--- config.mk ---
export PLATFORM = sky130hd
export DESIGN_NAME = alu_branch_stage_flat
export DESIGN_NICKNAME = d
export VERILOG_FILES = /design/src/rtl/alu_pkg.sv /design/src/rtl/alu_branch_stage_if.sv /design/src/rtl/alu_branch_stage_branch_cond.sv /design/src/rtl/alu_branch_stage.sv /design/src/flat_wrapper.sv
export SDC_FILE = /design/constraint.sdc
export NUM_CORES = 1
export LEC_CHECK = 0
export BUFFER_PORTS_ARGS = -buffer_cell sky130_fd_sc_hd__buf_2
export CORE_AREA = 5 5 135 137
export CTS_CLUSTER_DIAMETER = 60
export DETAILED_ROUTE_END_ITERATION = 8
export DIE_AREA = 0 0 140 142
export GPL_ROUTABILITY_DRIVEN = 0
export GPL_TIMING_DRIVEN = 0
export MAX_ROUTING_LAYER = met4
export PLACE_DENSITY_LB_ADDON = 0.15
export SKIP_CTS_REPAIR_TIMING = 1
export SLEW_MARGIN = 20
export SYNTH_ARGS = -nofsm -noshare
export SYNTH_HDL_FRONTEND = slang
export SYNTH_SLANG_ARGS = --single-unit
--- constraint.sdc ---
create_clock -name clk -period 2.7 [get_ports clk]
set_clock_uncertainty 0.05 [all_clocks]
set_input_delay 0.54 -clock clk [delete_from_list [all_inputs] [get_ports clk]]
set_output_delay 0.54 -clock clk [all_outputs]
set_load 0.005 [all_outputs]
--- src/rtl/alu_pkg.sv ---
// Shared definitions for the ALU consumer stage and later compare units:
// flag bit positions, RISC-V branch funct3 codes and the stored entry format.
package alu_pkg;

    localparam int ALU_XLEN = 32;
    localparam int ALU_RA_W = 5;

    // Bit positions inside the 4-bit flag vector {N,Z,C,V}
    localparam int FLAG_N = 3;
    localparam int FLAG_Z = 2;
    localparam int FLAG_C = 1;
    localparam int FLAG_V = 0;

    // Branch condition codes (RISC-V funct3)
    localparam logic [2:0] F3_BEQ  = 3'b000;
    localparam logic [2:0] F3_BNE  = 3'b001;
    localparam logic [2:0] F3_BLT  = 3'b100;
    localparam logic [2:0] F3_BGE  = 3'b101;
    localparam logic [2:0] F3_BLTU = 3'b110;
    localparam logic [2:0] F3_BGEU = 3'b111;

    // One pipeline entry as held in the main and skid slots
    typedef struct packed {
        logic [ALU_XLEN-1:0] result;
        logic [ALU_RA_W-1:0] rd;
        logic                regwrite;
        logic                taken;
        logic [ALU_XLEN-1:0] target;
        logic                illegal;
    } stage_entry_t;

endpackage

--- src/rtl/alu_branch_stage_if.sv ---
// Bundle of all handshake and payload signals around alu_branch_stage.
// slave = the stage itself, master = whoever drives it (upstream/downstream).
interface alu_branch_stage_if #(
    parameter int XLEN = 32,
    parameter int RA_W = 5
);
    logic            flush;
    logic            in_valid;
    logic            in_ready;
    logic [XLEN-1:0] in_result;
    logic [3:0]      in_flags;
    logic            in_branch;
    logic [2:0]      in_funct3;
    logic [XLEN-1:0] in_pc;
    logic [XLEN-1:0] in_imm;
    logic [RA_W-1:0] in_rd;
    logic            in_regwrite;
    logic            out_valid;
    logic            out_ready;
    logic [XLEN-1:0] out_result;
    logic [RA_W-1:0] out_rd;
    logic            out_regwrite;
    logic            out_taken;
    logic [XLEN-1:0] out_target;
    logic            out_illegal;
    logic [3:0]      last_flags;

    modport slave (
        input  flush, in_valid, in_result, in_flags, in_branch, in_funct3,
               in_pc, in_imm, in_rd, in_regwrite, out_ready,
        output in_ready, out_valid, out_result, out_rd, out_regwrite,
               out_taken, out_target, out_illegal, last_flags
    );

    modport master (
        output flush, in_valid, in_result, in_flags, in_branch, in_funct3,
               in_pc, in_imm, in_rd, in_regwrite, out_ready,
        input  in_ready, out_valid, out_result, out_rd, out_regwrite,
               out_taken, out_target, out_illegal, last_flags
    );
endinterface

--- src/rtl/alu_branch_stage_branch_cond.sv ---
// Combinational RISC-V branch decision from the flags of A-B.
module branch_cond
    import alu_pkg::*;
(
    input  logic [3:0] flags,
    input  logic [2:0] funct3,
    input  logic       branch,
    output logic       taken,
    output logic       illegal
);

    logic n, z, c, v;

    assign n = flags[FLAG_N];
    assign z = flags[FLAG_Z];
    assign c = flags[FLAG_C];
    assign v = flags[FLAG_V];

    // Decode the condition; non-branch entries are never taken nor illegal
    always_comb begin
        taken   = 1'b0;
        illegal = 1'b0;
        if (branch) begin
            case (funct3)
                F3_BEQ:  taken = z;
                F3_BNE:  taken = ~z;
                F3_BLT:  taken = n ^ v;
                F3_BGE:  taken = ~(n ^ v);
                F3_BLTU: taken = ~c;
                F3_BGEU: taken = c;
                default: illegal = 1'b1;
            endcase
        end
    end

endmodule

--- src/rtl/alu_branch_stage.sv ---
// ALU result register stage with a 2-entry skid buffer, branch evaluation
// on the input side and a sticky copy of the last accepted flags.
module alu_branch_stage
    import alu_pkg::*;
#(
    parameter int XLEN = ALU_XLEN,
    parameter int RA_W = ALU_RA_W
) (
    input  logic               clk,
    input  logic               reset_n,
    alu_branch_stage_if.slave  bus
);

    logic            br_taken;
    logic            br_illegal;
    logic [XLEN-1:0] target_w;
    logic [RA_W-1:0] rd_w;
    stage_entry_t    in_entry;

    logic            in_xfer;
    logic            m_leave;

    stage_entry_t    m_q, m_d, s_q, s_d;
    logic            m_vld_q, m_vld_d, s_vld_q, s_vld_d;
    logic [3:0]      last_flags_q, last_flags_d;

    branch_cond u_branch_cond (
        .flags   (bus.in_flags),
        .funct3  (bus.in_funct3),
        .branch  (bus.in_branch),
        .taken   (br_taken),
        .illegal (br_illegal)
    );

    assign target_w = bus.in_pc + bus.in_imm;
    assign rd_w     = bus.in_rd;

    // Assemble the incoming entry; branches never write a register
    always_comb begin
        in_entry          = '0;
        in_entry.result   = bus.in_result;
        in_entry.rd       = rd_w;
        in_entry.regwrite = bus.in_regwrite & ~bus.in_branch;
        in_entry.taken    = br_taken;
        in_entry.target   = target_w;
        in_entry.illegal  = br_illegal;
    end

    // in_ready comes straight from the skid valid flop, so out_ready never
    // reaches it combinationally
    assign in_xfer = bus.in_valid & ~s_vld_q;
    assign m_leave = m_vld_q & bus.out_ready;

    // Next-state for the main/skid slots and the sticky flags
    always_comb begin
        m_d          = m_q;
        s_d          = s_q;
        m_vld_d      = m_vld_q;
        s_vld_d      = s_vld_q;
        last_flags_d = in_xfer ? bus.in_flags : last_flags_q;

        if (bus.flush) begin
            // Squash everything, including an entry arriving this cycle
            m_vld_d = 1'b0;
            s_vld_d = 1'b0;
        end else if (!m_vld_q || m_leave) begin
            if (s_vld_q) begin
                m_d     = s_q;
                m_vld_d = 1'b1;
                if (in_xfer) begin
                    s_d     = in_entry;
                    s_vld_d = 1'b1;
                end else begin
                    s_vld_d = 1'b0;
                end
            end else if (in_xfer) begin
                m_d     = in_entry;
                m_vld_d = 1'b1;
            end else begin
                m_vld_d = 1'b0;
            end
        end else if (in_xfer) begin
            // Main is stalled: park the new entry in the skid slot
            s_d     = in_entry;
            s_vld_d = 1'b1;
        end
    end

    // State registers; all storage cleared by the asynchronous reset
    always_ff @(posedge clk or negedge reset_n) begin
        if (!reset_n) begin
            m_q          <= '0;
            s_q          <= '0;
            m_vld_q      <= 1'b0;
            s_vld_q      <= 1'b0;
            last_flags_q <= '0;
        end else begin
            m_q          <= m_d;
            s_q          <= s_d;
            m_vld_q      <= m_vld_d;
            s_vld_q      <= s_vld_d;
            last_flags_q <= last_flags_d;
        end
    end

    assign bus.in_ready     = ~s_vld_q;
    assign bus.out_valid    = m_vld_q;
    assign bus.out_result   = m_q.result;
    assign bus.out_rd       = m_q.rd;
    assign bus.out_regwrite = m_q.regwrite;
    assign bus.out_taken    = m_q.taken;
    assign bus.out_target   = m_q.target;
    assign bus.out_illegal  = m_q.illegal;
    assign bus.last_flags   = last_flags_q;

endmodule

--- src/flat_wrapper.sv ---
// flat-port wrapper written by rule: the top's interface ports become plain ports
module alu_branch_stage_flat import alu_pkg::*;
#(
    parameter int XLEN = ALU_XLEN,
    parameter int RA_W = ALU_RA_W
)
  (clk, reset_n, bus_flush, bus_in_valid, bus_in_result, bus_in_flags, bus_in_branch, bus_in_funct3, bus_in_pc, bus_in_imm, bus_in_rd, bus_in_regwrite, bus_out_ready, bus_in_ready, bus_out_valid, bus_out_result, bus_out_rd, bus_out_regwrite, bus_out_taken, bus_out_target, bus_out_illegal, bus_last_flags);
  alu_branch_stage_if #(.XLEN(XLEN), .RA_W(RA_W)) bus_i ();
  input  logic clk;
  input  logic reset_n;
  input wire logic [$bits(bus_i.flush)-1:0] bus_flush;
  input wire logic [$bits(bus_i.in_valid)-1:0] bus_in_valid;
  input wire logic [$bits(bus_i.in_result)-1:0] bus_in_result;
  input wire logic [$bits(bus_i.in_flags)-1:0] bus_in_flags;
  input wire logic [$bits(bus_i.in_branch)-1:0] bus_in_branch;
  input wire logic [$bits(bus_i.in_funct3)-1:0] bus_in_funct3;
  input wire logic [$bits(bus_i.in_pc)-1:0] bus_in_pc;
  input wire logic [$bits(bus_i.in_imm)-1:0] bus_in_imm;
  input wire logic [$bits(bus_i.in_rd)-1:0] bus_in_rd;
  input wire logic [$bits(bus_i.in_regwrite)-1:0] bus_in_regwrite;
  input wire logic [$bits(bus_i.out_ready)-1:0] bus_out_ready;
  output wire logic [$bits(bus_i.in_ready)-1:0] bus_in_ready;
  output wire logic [$bits(bus_i.out_valid)-1:0] bus_out_valid;
  output wire logic [$bits(bus_i.out_result)-1:0] bus_out_result;
  output wire logic [$bits(bus_i.out_rd)-1:0] bus_out_rd;
  output wire logic [$bits(bus_i.out_regwrite)-1:0] bus_out_regwrite;
  output wire logic [$bits(bus_i.out_taken)-1:0] bus_out_taken;
  output wire logic [$bits(bus_i.out_target)-1:0] bus_out_target;
  output wire logic [$bits(bus_i.out_illegal)-1:0] bus_out_illegal;
  output wire logic [$bits(bus_i.last_flags)-1:0] bus_last_flags;
  assign bus_i.flush = bus_flush;
  assign bus_i.in_valid = bus_in_valid;
  assign bus_i.in_result = bus_in_result;
  assign bus_i.in_flags = bus_in_flags;
  assign bus_i.in_branch = bus_in_branch;
  assign bus_i.in_funct3 = bus_in_funct3;
  assign bus_i.in_pc = bus_in_pc;
  assign bus_i.in_imm = bus_in_imm;
  assign bus_i.in_rd = bus_in_rd;
  assign bus_i.in_regwrite = bus_in_regwrite;
  assign bus_i.out_ready = bus_out_ready;
  assign bus_in_ready = bus_i.in_ready;
  assign bus_out_valid = bus_i.out_valid;
  assign bus_out_result = bus_i.out_result;
  assign bus_out_rd = bus_i.out_rd;
  assign bus_out_regwrite = bus_i.out_regwrite;
  assign bus_out_taken = bus_i.out_taken;
  assign bus_out_target = bus_i.out_target;
  assign bus_out_illegal = bus_i.out_illegal;
  assign bus_last_flags = bus_i.last_flags;
  alu_branch_stage #(.XLEN(XLEN), .RA_W(RA_W)) u_core (.clk(clk), .reset_n(reset_n), .bus(bus_i));
endmodule
Word-level counts from Yosys, hierarchy flattened:

Cells that the tools add are included.

* flip-flop bits (word level): 150
* word-level logic and storage cells: 58

* mux-type cells: 17
* reduce and logical (&&, ||, !) cells: 9
* eq/ne operators: 6
* add/subtract/negate cells: 1
* bitwise operators: 10

Operators by type and width (number)
* 72-bit two-way mux: 5
* 32-bit adder: 1
* 3-bit == test (second input constant): 4
* 1-bit two-way mux: 11
* 1-bit NOT: 6
* 1-bit one-hot mux with 6 select lines: 1
* 6-bit OR reduction: 1
* 2-bit nonzero test: 2
* 1-bit bitwise AND: 3
* 3-bit by 1-bit == test with 1-bit output (second input constant): 1
* 3-bit zero test: 1
* 3-bit AND reduction: 1
* 3-bit nonzero test: 1
* 2-bit by 1-bit != test with 1-bit output (second input constant): 1
* 2-bit AND reduction: 1
* 1-bit zero test: 1
* 1-bit logical OR: 1
* 1-bit XOR: 1

Longest topological paths before layout:

Gate-level depths: netlist (run 1).

* depth in word-level cells: 7
* mapped depth: 12

Cells and area by module:

A second synthesis (run 1) with hierarchy kept.

* cells, all modules: 790
* area total of the unflattened synthesis: 8017.7 µm²

By module, submodules not included
* alu_branch_stage: cells each 782, instances 1, seq. area each 3753.6 µm², area each 7936.4 µm²
* branch_cond: cells each 8, instances 1, seq. area each 0.0 µm², area each 81.3 µm²

Least setup slack after synthesis (run 1):

Ideal clock, no wire load.

* path kind: input to register
* start: in bus_in_imm[0]
* end: reg u_core.s_q[29] in the netlist's numbering
* arrival: 2.615 ns
* stages on the path: 11
* path slack: -0.090 ns
* cell sequence: ha_1 inv_1 fa_1 nor2b_4 o31a_2 o31ai_4 o211ai_2 a41oi_1 o21bai_1 xor2_1 mux2_2

* cells in the longest elaborated chain, start to end: 4

RTL lines
* start, declared: RTL line flat_wrapper.sv:18 `input wire logic [$bits(bus_i.in_imm)-1:0] bus_in_imm;`
* 32-bit adder (*): RTL line alu_branch_stage.sv:35 `assign target_w = bus.in_pc + bus.in_imm;`
* 72-bit two-way mux (*): RTL line alu_branch_stage.sv:70, alu_branch_stage.sv:82
* 72-bit two-way mux: RTL line alu_branch_stage.sv:67 `if (s_vld_q) begin`
* 72-bit two-way mux (*): RTL line alu_branch_stage.sv:66 `end else if (!m_vld_q || m_leave) begin`
* end signal, assigned: RTL line alu_branch_stage.sv:93 `s_q <= '0;`
* end signal, assigned: RTL line alu_branch_stage.sv:99 `s_q <= s_d;`
* end, declared: RTL line alu_branch_stage.sv:23 `stage_entry_t m_q, m_d, s_q, s_d;`

Mark *: on every way between the ends. The rest lies on a longest branch, timed or not. The select of a mux whose other input is x is not followed.
A chain may end at the register's enable or synchronous reset.

Worst setup path after layout (run 1):

* start: in bus_in_imm[0]
* end: reg u_core.s_q[31] in the netlist's numbering

Same word-level chain as after synthesis.

==> results of run 1 <==
==> area by class of cell <==
| type | count | area (µm²) | share of cell area (%) |
|---|---|---|---|
| tap | 225 | 282 | 2.86 |
| timing repair buffer | 195 | 1030 | 10.4 |
| inverter | 10 | 37.5 | 0.381 |
| clock buffer | 20 | 457 | 4.64 |
| clock inverter | 12 | 176 | 1.79 |
| buffer | 44 | 198 | 2.01 |
| sequential | 150 | 3750 | 38.1 |
| antenna | 1 | 2.50 | 0.0254 |
| multi-input combinational | 576 | 3910 | 39.7 |
==> layer usage <==
layer	share of wire, %	wire length, µm	vias up
met5	0	0	-
li1	-	-	3177
met1	45	9380	3142
met4	1.9	392	0
met3	5.7	1200	26
met2	47	9880	189
==> state kept, by name, indices dropped and copies added, names as in the netlist, 4 cells and up <==
register and count:
u_core.s_q 72, u_core.bus.out_rd 5, u_core.bus.out_target 32, u_core.bus.last_flags 4, u_core.bus.out_result 32
==> critical path: cells and delay by family <==
kind	cells	cell delay (ns)
AO/OA/AOI/OAI	4	1.11
multiplexers	1	0.28
buffers and inverters	2	0.15
AND/OR/NAND/NOR	2	0.27
adder cells (fa/ha/maj)	2	0.38
XOR/XNOR	1	0.14
==> synth_stat cells (all sizes together) (14+ instances only) <==
cell	count	area [µm²]
ha	31	388
clkbuf	35	141
mux2	53	597
and3	16	108
nand2	120	450
dfrtp	150	3750
a21oi	61	305
xor2	14	123
o21ai	102	510
mux2i	47	470
nand3	14	70.1
xnor2	17	149
nor2	34	128
==> report_power, final <==
part           switching [W]  internal (W)
logic               0.000779      0.000744
clock network       0.000930       0.00160
registers           0.000274       0.00277
==> through the flow <==
stage                     hold slack (ns)  total power [W]  setup slack [ns]  TNS, ns  cells
final                               0.104          0.00709            0.0728        0   1233
after global routing                0.166          0.00751           -0.0388  -0.0520   1232
after CTS                           0.134          0.00712            -0.204    -3.56   1230
after detailed placement            0.414          0.00458            -0.572   -13.84   1198
after global placement              0.400          0.00453             -1.28  -203.80   1197
after floorplan                     0.194          0.00393            0.0113        0    780
==> worst paths after layout <==
kind,from,end,depth (start not counted)
setup / recovery,bus_in_imm[0],u_core.s_q[31],12
hold / removal,reset_n,u_core.bus.out_result[11],1
setup reg to reg,u_core.s_vld_q,u_core.s_q[68],8
hold reg to reg,u_core.bus.out_taken,u_core.bus.out_taken,2
max in group asynchronous,reset_n,u_core.bus.out_target[16],2
min in group clk,bus_flush,u_core.bus.out_valid,2
==> kinds of logic (layout without fill, tap and decap cells) <==
| kind of cell | count (synthesis) | after routing | synth area share, % |
|---|---|---|---|
| buffers and inverters | 54 | 281 | 2.93 |
| other | 0 | 1 | 0 |
| multiplexers | 100 | 100 | 13.7 |
| XOR/XNOR | 31 | 31 | 3.47 |
| AND/OR/NAND/NOR | 206 | 206 | 11.5 |
| adder cells (fa/ha/maj) | 32 | 32 | 5.22 |
| flip-flops | 150 | 150 | 48.0 |
| AO/OA/AOI/OAI | 207 | 207 | 15.2 |
==> out/qor_table.md, run 1 <==
| Step | Parameter | Reported |
| --- | --- | --- |
| synth | Post-synthesis net count | 927 |
| global route | Top Usage Layer GRT | met2 |
| clock tree | CTS tree | yes |
| setup path | Critical Path Slowest Stage Cell | o31ai_4 |
| timing | Clock period minus worst slack | 2.63 ns |
| finish | Share of post-route cells with drive strength above 1 | 31.3% |
| finish | Leading cell types in the layout, fill and taps excluded | 190 x buf_2, 150 x dfrtp_1, 119 x nand2_1 |
| placed design | Port bufs | 192 |
| global route | Wire length of the first global-routing pass | 34000 µm |
| route | Via-per-instance ratio | 5.30 |
| clock tree | Total clock buffers created by CTS | 17 |
| synth | Share of the yosys chip area belonging to registers | 48.0% |
| global route | Largest net degree at the start of global routing | 96 |
| synth | Synthesis-stage register bit count | 150 |
| global route | Global routing usage on met1 | 28.0% |
| setup path | Reg2Reg Setup Slack | 0.19 ns |
| route | Routed wire length per instance | 16.9 µm |
| setup path | WP data required | 2.95 ns |
| finish | Most common cell after layout, fill and taps aside | buf_2 |
| synth | Average size of a mapped cell | 10.0 µm² |
| setup path | WS Path Type | in -> reg |
| clock tree | H-tree levels | 4 |
| placed design | Cell area reported after detailed placement | 9110 µm² |
| pwr | Largest vdd supply drop | 430 µV |
| pwr | Leakage component of the power | 4.73 nW |
| synth | Post-synth EDFFs | 0 |
| synth | Post-Syn Area | 7820 µm² |
| finish | Layout area overhead | 25.9% |
| placed design | Detailed-placement wirelength estimate | 15500 µm |
| timing | Max transition margin | 48.4% |
| synth | Main synth FF type | dfrtp_1 |
| global route | Global-route total usage across every layer | 21.9% |
| global route | Met3 Track Usage GR | 4.70% |
| synth | Number of unique standard cell types used by synthesis | 49 |
| route | Total wire length | 20900 µm |
| global route | Met2 Usage GRT | 35.2% |
| clock tree | Master cell of the clock root buffer | clkbuf_16 |
| global route | Remaining global-route overflow | 0 |
| finish | Number of nets in the layout | 1141 |
| floorplanning | Site Rows | 48 |
| floorplanning | Standard cell core area | 16900 µm² |
| route | Number of search-and-repair iterations in the first detailed-routing pass | 5 |
| setup path | Nature of the critical path endpoint | flop |
| clock tree | Number of buffers on the longest clock path | 2 |
| flow run | # Max-Cap Violations | 0 |
| synth | Number of warning messages in the yosys log | 0 |
| timing | Highest achievable clock rate | 0.381 GHz |
| timing | Share of the cycle needed by the critical path after routing | 97.3% |
| synth | Instance count of the mapped netlist | 780 |
| run status | Status | finished, final reports clean |
| timing | RSZ-0062 raised after global routing | true |
| finish | Fin area | 9840 µm² |
| timing | Final number of setup-violating endpoints | 0 |
| floorplanning | Area enclosed by the die boundary | 19900 µm² |
| synth | Fraction of synthesis flops using an asynchronous set or reset pin | 100% |
| clock tree | Number of sinks driven by the clock tree | 150 |
| floorplanning | Die span in x | 140 µm |
| floorplanning | Starting density of the core | 46.2% |
| finish | Number of fillers in the final layout | 1567 |
| floorplanning | Number of top-level pins | 193 |
| route | Initial DRC Count | 335 |
| global route | Antenna violations before repair | 0 |
| route | DRC viols | 0 |
| timing | Slew of the pin with the lowest slew margin | 0.774 ns |
| floorplanning | Vert. Die Dim | 142 µm |
| setup path | Cells along the critical path | buf_6, ha_4, inv_2, fa_2, nor2b_4, o31a_4, o31ai_4, o211ai_2, and3_4, a311oi_2, xnor2_1, mux2_4 |
| global route | Number of global-route vias before repair | 6654 |
| pwr | Power per cell area | 720 nW/µm² |
| clock tree | Post-CTS clock slew at the launch and capture registers of the worst setup and hold paths | 0.06 ns |
| clock tree | Worst skew pair latency | 0.41 ns |
| setup path | Peak per-stage delay on the critical path | 0.36 ns |
| worst hold path | Worst min-delay path class | in -> async |
| route | Post-DRT Antenna Nets | 0 |
| timing | Final hold viol count | 0 |
| setup path | Data arrival time of the critical path | 2.88 ns |
| setup path | Startpoint type of the worst setup path | input pin |
| route | Vias after detailed routing | 6534 |
| timing | Number of pins exceeding their max-slew limit in the final report | 0 |
| setup path | Highest net fanout along the worst path | 5 |
| finish | Core utilization of the finished layout | 58.1% |
Power figures use the tool's default switching activity.
==> run 2: changes to the inputs <==
CORE_AREA = 5 5 127 129   (was 5 5 135 137)
CTS_BUF_LIST = sky130_fd_sc_hd__clkbuf_8 sky130_fd_sc_hd__clkbuf_16   (was unset)
CTS_CLUSTER_DIAMETER = 100   (was 60)
DIE_AREA = 0 0 132 134   (was 0 0 140 142)
==> run 2 against run 1 <==
- utilization increased by 6.8 points
- fmax increased by 1.2%
- final area decreased by 1.6%
- sequential share of layout area increased by 0.61 points
- clock-buffer cell count decreased by 1
- final cell count decreased by 3.2%
- critical path depth increased by 1
- power decreased by 3.4%
- critical path type unchanged
- largest cell class unchanged
==> out/qor_table.md, run 2 (synthesis results as in run 1) <==
| Step | Parameter | Reported |
| --- | --- | --- |
| global route | Antenna violations before repair | 0 |
| clock tree | Post-CTS clock slew at the launch and capture registers of the worst setup and hold paths | 0.06 ns |
| timing | Final hold viol count | 0 |
| setup path | Number of cells on the worst reg-to-reg path | 8 |
| floorplanning | Starting density of the core | 52.4% |
| global route | Number of global-route vias before repair | 6420 |
| route | Post-DRT Antenna Nets | 0 |
| floorplanning | Site Rows | 45 |
| clock tree | Worst skew pair latency | 0.43 ns |
| worst hold path | Worst min-delay path class | in -> async |
| flow run | # Max-Cap Violations | 0 |
| setup path | WS Path Type | in -> reg |
| floorplanning | Area enclosed by the die boundary | 17700 µm² |
| timing | Highest achievable clock rate | 0.385 GHz |
| finish | Total area of multi-input combinational cells | 3880 µm² |
| timing | Max transition margin | 49.3% |
| route | Number of search-and-repair iterations in the first detailed-routing pass | 5 |
| timing | Share of the cycle needed by the critical path after routing | 96.1% |
| run status | Status | finished, final reports clean |
| route | DRC viols | 0 |
| global route | Global-route total usage across every layer | 23.4% |
| clock tree | Total clock buffers created by CTS | 17 |
| pwr | Combinational share of power | 22.0% |
| clock tree | CTS tree | yes |
| finish | FF+latch area | 3750 µm² |
| placed design | Port bufs | 192 |
| finish | Max reg flops | 72 |
| finish | Share of post-route cells with drive strength above 1 | 31.0% |
| global route | Largest net degree at the start of global routing | 83 |
| setup path | Startpoint type of the worst setup path | input pin |
| finish | Antenna Cells | 0 |
| clock tree | Master cell of the clock root buffer | clkbuf_16 |
| route | Total wire length | 20100 µm |
| finish | Core utilization of the finished layout | 64.9% |
| setup path | R2r startpoint | u_core.s_vld_q |
| finish | Number of nets in the layout | 1140 |
| pwr | Power per cell area | 707 nW/µm² |
| setup path | Reg2Reg Setup Slack | 0.17 ns |
| floorplanning | Number of top-level pins | 193 |
| pwr | Leakage component of the power | 4.69 nW |
| placed design | Detailed-placement wirelength estimate | 15000 µm |
| pwr | Net load switching power | 0.00202 W |
| route | Routed wire length per instance | 16.8 µm |
| timing | Final number of setup-violating endpoints | 0 |
| setup path | Highest net fanout along the worst path | 5 |
| finish | Number of fillers in the final layout | 1235 |
| setup path | Data arrival time of the critical path | 2.89 ns |
| pwr | Clock network power share | 33.4% |
| setup path | WP data required | 2.99 ns |
| pwr | Largest vdd supply drop | 526 µV |
| floorplanning | Die span in x | 132 µm |
| timing | RSZ-0062 raised after global routing | true |
| global route | Remaining global-route overflow | 0 |
| clock tree | Number of sinks driven by the clock tree | 150 |
| pwr | Design internal power | 0.00482 W |
| timing | Final setup TNS | 0 ns |
| finish | Most common cell after layout, fill and taps aside | buf_2 |
| clock tree | H-tree levels | 4 |
| timing | Number of pins exceeding their max-slew limit in the final report | 0 |
| timing | Clock period minus worst slack | 2.60 ns |
| setup path | Worst flop-to-flop path endpoint | u_core.s_q[70] |
| timing | Slew of the pin with the lowest slew margin | 0.760 ns |
| finish | Layout area overhead | 24.0% |
| setup path | Nature of the critical path endpoint | flop |
| pwr | Sequential cell fraction of total power | 44.5% |
| clock tree | Number of buffers on the longest clock path | 2 |
| pwr | Share of total power consumed by net switching | 29.5% |
| floorplanning | Standard cell core area | 14900 µm² |
| global route | Wire length of the first global-routing pass | 32300 µm |
| route | Vias after detailed routing | 6456 |
| finish | Top register by number of flip-flops | u_core.s_q |
| route | Via-per-instance ratio | 5.41 |
| finish | Leading cell types in the layout, fill and taps excluded | 192 x buf_2, 150 x dfrtp_1, 120 x nand2_1 |
| floorplanning | Vert. Die Dim | 134 µm |
| route | Initial DRC Count | 300 |
==> run 2: layout make-up <==
cell class,instances,area share (%)
Buffer,44,2.04
Timing Repair Buffer,194,10.4
Multi-Input combinational cell,576,40.1
Sequential cell,150,38.7
Clock buffer,19,4.67
Clock inverter,13,1.28
Tap cell,188,2.43
Inverter,10,0.387
==> run 2: power groups by stage <==
| stage | combinational [W] | clock, W | sequential, W |
|---|---|---|---|
| floorplan | 0.000890 | 0 | 0.00304 |
| finish | 0.00151 | 0.00229 | 0.00305 |
| global route | 0.00170 | 0.00244 | 0.00310 |
| global placement | 0.00147 | 0 | 0.00305 |
| CTS | 0.00151 | 0.00232 | 0.00304 |
| detailed placement | 0.00151 | 0 | 0.00307 |
==> run 2: critical path, cell delays in order <==
cell and delay (ns):
buf_2 0.10, ha_2 0.18, inv_2 0.06, fa_2 0.23, nor2b_4 0.05, o31a_4 0.29, o31ai_4 0.35, o211ai_2 0.18
and3_4 0.21, or2_2 0.32, nor2_1 0.13, a21oi_1 0.07, o21ai_0 0.18
==> run 2: per-stage QoR <==
step                      cells  total power, W  cell area [µm²]  worst slack, ns  hold slack [ns]
after floorplan             780         0.00393             7840           0.0113            0.194
after global placement     1160         0.00452             9030            -1.23            0.402
after detailed placement   1161         0.00458             9070           -0.574            0.415
after CTS                  1193         0.00688             9650           -0.133           0.0670
after global routing       1194         0.00725             9690         -0.00541           0.0871
final                      1194         0.00685             9690            0.105           0.0538
==> run 2: worst max path at each step <==
| stage | slack (ns) | cells past startpoint | from | endpoint |
|---|---|---|---|---|
| final | 0.10 | 13 | bus_in_imm[0] | u_core.bus.out_target[22] |
| after global routing | -0.005 | 11 | bus_in_imm[8] | u_core.bus.out_target[21] |
| after CTS | -0.13 | 11 | bus_in_imm[8] | u_core.bus.out_target[31] |
| after detailed placement | -0.57 | 11 | bus_in_imm[8] | u_core.bus.out_target[31] |
| after global placement | -1.23 | 1 | reset_n | u_core.bus.out_result[12] |
| after floorplan | 0.01 | 11 | bus_in_imm[0] | u_core.s_q[31] |
==> run 2: routing by layer <==
metal | wire length (µm) | global-route usage (%) | up-vias
met2 | 9690 | 37.3 | 188
met4 | 231 | 6.06 | 0
met3 | 1250 | 6.75 | 20
met1 | 8920 | 29.5 | 3074
met5 | 0 | - | -
li1 | - | - | 3174
==> run 3: changes to the inputs <==
CORE_AREA = 5 5 133 135   (was 5 5 127 129)
DIE_AREA = 0 0 138 140   (was 0 0 132 134)
clock period = 2.3 ns   (was 2.7 ns; I/O delays follow)
==> run 3 against run 2 <==
- the run now ends with negative hold slack, negative setup slack left
- worst setup slack got worse by 0.30 ns
- die area grew 9.2%
- first-iteration DRC count is 7.0% higher
- final cell count grew 2.9%
==> out/qor_table.md, run 3 (synthesis results as in run 1) <==
| Step | Parameter | Reported |
| --- | --- | --- |
| pwr | Clock network power share | 32.9% |
| floorplanning | Area enclosed by the die boundary | 19300 µm² |
| placed design | Post-Place Cells | 1193 |
| global route | Number of global-route vias before repair | 6633 |
| clock tree | Post-CTS clock slew at the launch and capture registers of the worst setup and hold paths | 0.06 ns |
| pwr | Design internal power | 0.00586 W |
| route | Via-per-instance ratio | 5.30 |
| setup path | Highest net fanout along the worst path | 4 |
| pwr | Sequential cell fraction of total power | 43.7% |
| floorplanning | Starting density of the core | 47.8% |
| global route | Wire length of the first global-routing pass | 34400 µm |
| timing | Setup slack after layout | -0.192 ns |
| setup path | Nature of the critical path endpoint | flop |
| finish | Core utilization of the finished layout | 61.6% |
| timing | Max transition margin | 49.3% |
| timing | Number of pins exceeding their max-slew limit in the final report | 0 |
| placed design | Detailed-placement wirelength estimate | 15700 µm |
| route | Number of search-and-repair iterations in the first detailed-routing pass | 5 |
| global route | Antenna violations before repair | 1 |
| route | Vias after detailed routing | 6512 |
| floorplanning | Die span in x | 138 µm |
| setup path | R2r startpoint | u_core.s_vld_q |
| setup path | Cells along the critical path | buf_6, ha_4, inv_2, fa_2, nor2b_4, o31a_4, o31ai_4, o211ai_2, a41oi_2, o21bai_1, xor2_1, mux2_4 |
| timing | Slew of the pin with the lowest slew margin | 0.761 ns |
| route | Routed wire length per instance | 17.2 µm |
| floorplanning | Site Rows | 47 |
| clock tree | Number of buffers on the longest clock path | 2 |
| timing | Final number of setup-violating endpoints | 11 |
| setup path | WS Path Type | in -> reg |
| route | Total wire length | 21200 µm |
| setup path | Logic depth of the worst setup path including buffers | 12 |
| finish | Number of fillers in the final layout | 1421 |
| clock tree | CTS tree | yes |
| setup path | Critical Path Slowest Stage Cell | a41oi_2 |
| worst hold path | Worst min-delay path class | in -> async |
| pwr | Leakage component of the power | 4.80 nW |
| timing | Fin Hold WS | -0.0428 ns |
| placed design | Port bufs | 192 |
| finish | Top register by number of flip-flops | u_core.s_q |
| floorplanning | Standard cell core area | 16300 µm² |
| finish | Number of nets in the layout | 1144 |
| finish | FF+latch area | 3750 µm² |
| floorplanning | Vert. Die Dim | 140 µm |
| pwr | Net load switching power | 0.00234 W |
| finish | Share of post-route cells with drive strength above 1 | 35.7% |
| finish | Non-filler cells, final | 1229 |
| finish | Total area of multi-input combinational cells | 4170 µm² |
| finish | Most common cell after layout, fill and taps aside | buf_2 |
| clock tree | Master cell of the clock root buffer | clkbuf_16 |
| finish | Max reg flops | 72 |
| clock tree | Worst skew pair latency | 0.41 ns |
| clock tree | Number of sinks driven by the clock tree | 150 |
| global route | Largest net degree at the start of global routing | 77 |
| route | Post-DRT Antenna Nets | 0 |
| setup path | WP data required | 2.54 ns |
| setup path | Worst setup path endpoint | u_core.s_q[29] |
| setup path | Peak per-stage delay on the critical path | 0.33 ns |
| setup path | Count of buffer and inverter cells on the critical path | 2 |
| global route | Global-route total usage across every layer | 22.6% |
| setup path | Number of cells on the worst reg-to-reg path | 4 |
| pwr | Power per cell area | 814 nW/µm² |
| finish | Layout area overhead | 28.9% |
| timing | RSZ-0062 raised after global routing | true |
| timing | Final setup TNS | -0.881 ns |
| timing | Share of the cycle needed by the critical path after routing | 108% |
| route | Initial DRC Count | 321 |
| timing | Highest achievable clock rate | 0.401 GHz |
| pwr | Combinational share of power | 23.4% |
| clock tree | H-tree levels | 4 |
| pwr | Largest vdd supply drop | 584 µV |
| setup path | Launch point of the critical path | bus_in_pc[0] |
| placed design | Placement-stage worst setup slack | -0.677 ns |
| timing | Final hold viol count | 22 |
| global route | Remaining global-route overflow | 0 |
| timing | Clock period minus worst slack | 2.49 ns |
| setup path | Worst flop-to-flop path endpoint | u_core.bus.out_result[5] |
| clock tree | Total clock buffers created by CTS | 17 |
| setup path | Reg2Reg Setup Slack | 0.21 ns |
| finish | Leading cell types in the layout, fill and taps excluded | 189 x buf_2, 150 x dfrtp_1, 117 x nand2_1 |
| route | DRC viols | 0 |
| flow run | # Max-Cap Violations | 0 |
| pwr | Share of total power consumed by net switching | 28.6% |
| setup path | Startpoint type of the worst setup path | input pin |
| run status | Status | complete, but fails checks |
| floorplanning | Number of top-level pins | 193 |
| setup path | Data arrival time of the critical path | 2.74 ns |
| setup path | Top delay family on crit path | compound AO/OA/AOI/OAI gates |
| run status | Violations in the final reports | negative hold slack, negative setup slack |
run 3: cell count changes in the layout (fill, tap and decap cells not counted), moves of 8 or more:
cell | previous run | this run
a21oi_2 | 2 | 12
o21ai_2 | 1 | 9
ha_1 | 30 | 19
a21oi_1 | 59 | 46
o21ai_0 | 97 | 82
run 3: worst min-delay path by stage:
stage / slack [ns] / end / cells past startpoint / start
2_1_floorplan: 0.11 / u_core.bus.last_flags[0] / 0 / reset_n
3_3_place_gp: 0.41 / u_core.s_q[30] / 2 / u_core.s_q[30]
3_5_place_dp: 0.42 / u_core.s_q[28] / 2 / u_core.s_q[28]
4_1_cts: -0.02 / u_core.bus.out_target[20] / 1 / reset_n
5_1_grt: 0.009 / u_core.bus.out_target[19] / 1 / reset_n
6_report: -0.04 / u_core.s_q[17] / 1 / reset_n
run 3: routing by layer:
layer | share of wire (%) | track usage [%] | vias to the layer above | wire length [µm]
met2 | 49 | 36.3 | 181 | 10300
li1 | - | - | 3176 | -
met4 | 1.0 | 5.04 | 0 | 221
met5 | 0 | - | - | 0
met1 | 44 | 28.9 | 3138 | 9330
met3 | 6.3 | 6.27 | 17 | 1340
run 3: layout make-up:
cell class / instances / area share [%]
Buffer: 42 / 1.96
Timing Repair Buffer: 200 / 10.6
Multi-Input combinational cell: 576 / 41.4
Inverter: 10 / 0.410
Clock buffer: 20 / 4.63
Sequential cell: 150 / 37.3
Clock inverter: 10 / 1.07
Tap cell: 220 / 2.73
Antenna cell: 1 / 0.0248
run 3: power groups by stage:
stage	clock network [W]	logic (W)	registers (W)
2_1_floorplan	0	0.00108	0.00356
4_1_cts	0.00274	0.00183	0.00358
6_report	0.00270	0.00192	0.00358
3_3_place_gp	0	0.00177	0.00359
5_1_grt	0.00288	0.00215	0.00365
3_5_place_dp	0	0.00182	0.00362
run 3: stage by stage:
stage | cell area [µm²] | total power, W | hold slack [ns]
finish | 10100 | 0.00820 | -0.0428
global route | 10100 | 0.00869 | 0.00871
CTS | 9780 | 0.00815 | -0.0196
detailed placement | 9210 | 0.00544 | 0.415
global placement | 9170 | 0.00536 | 0.407
floorplan | 7930 | 0.00465 | 0.114
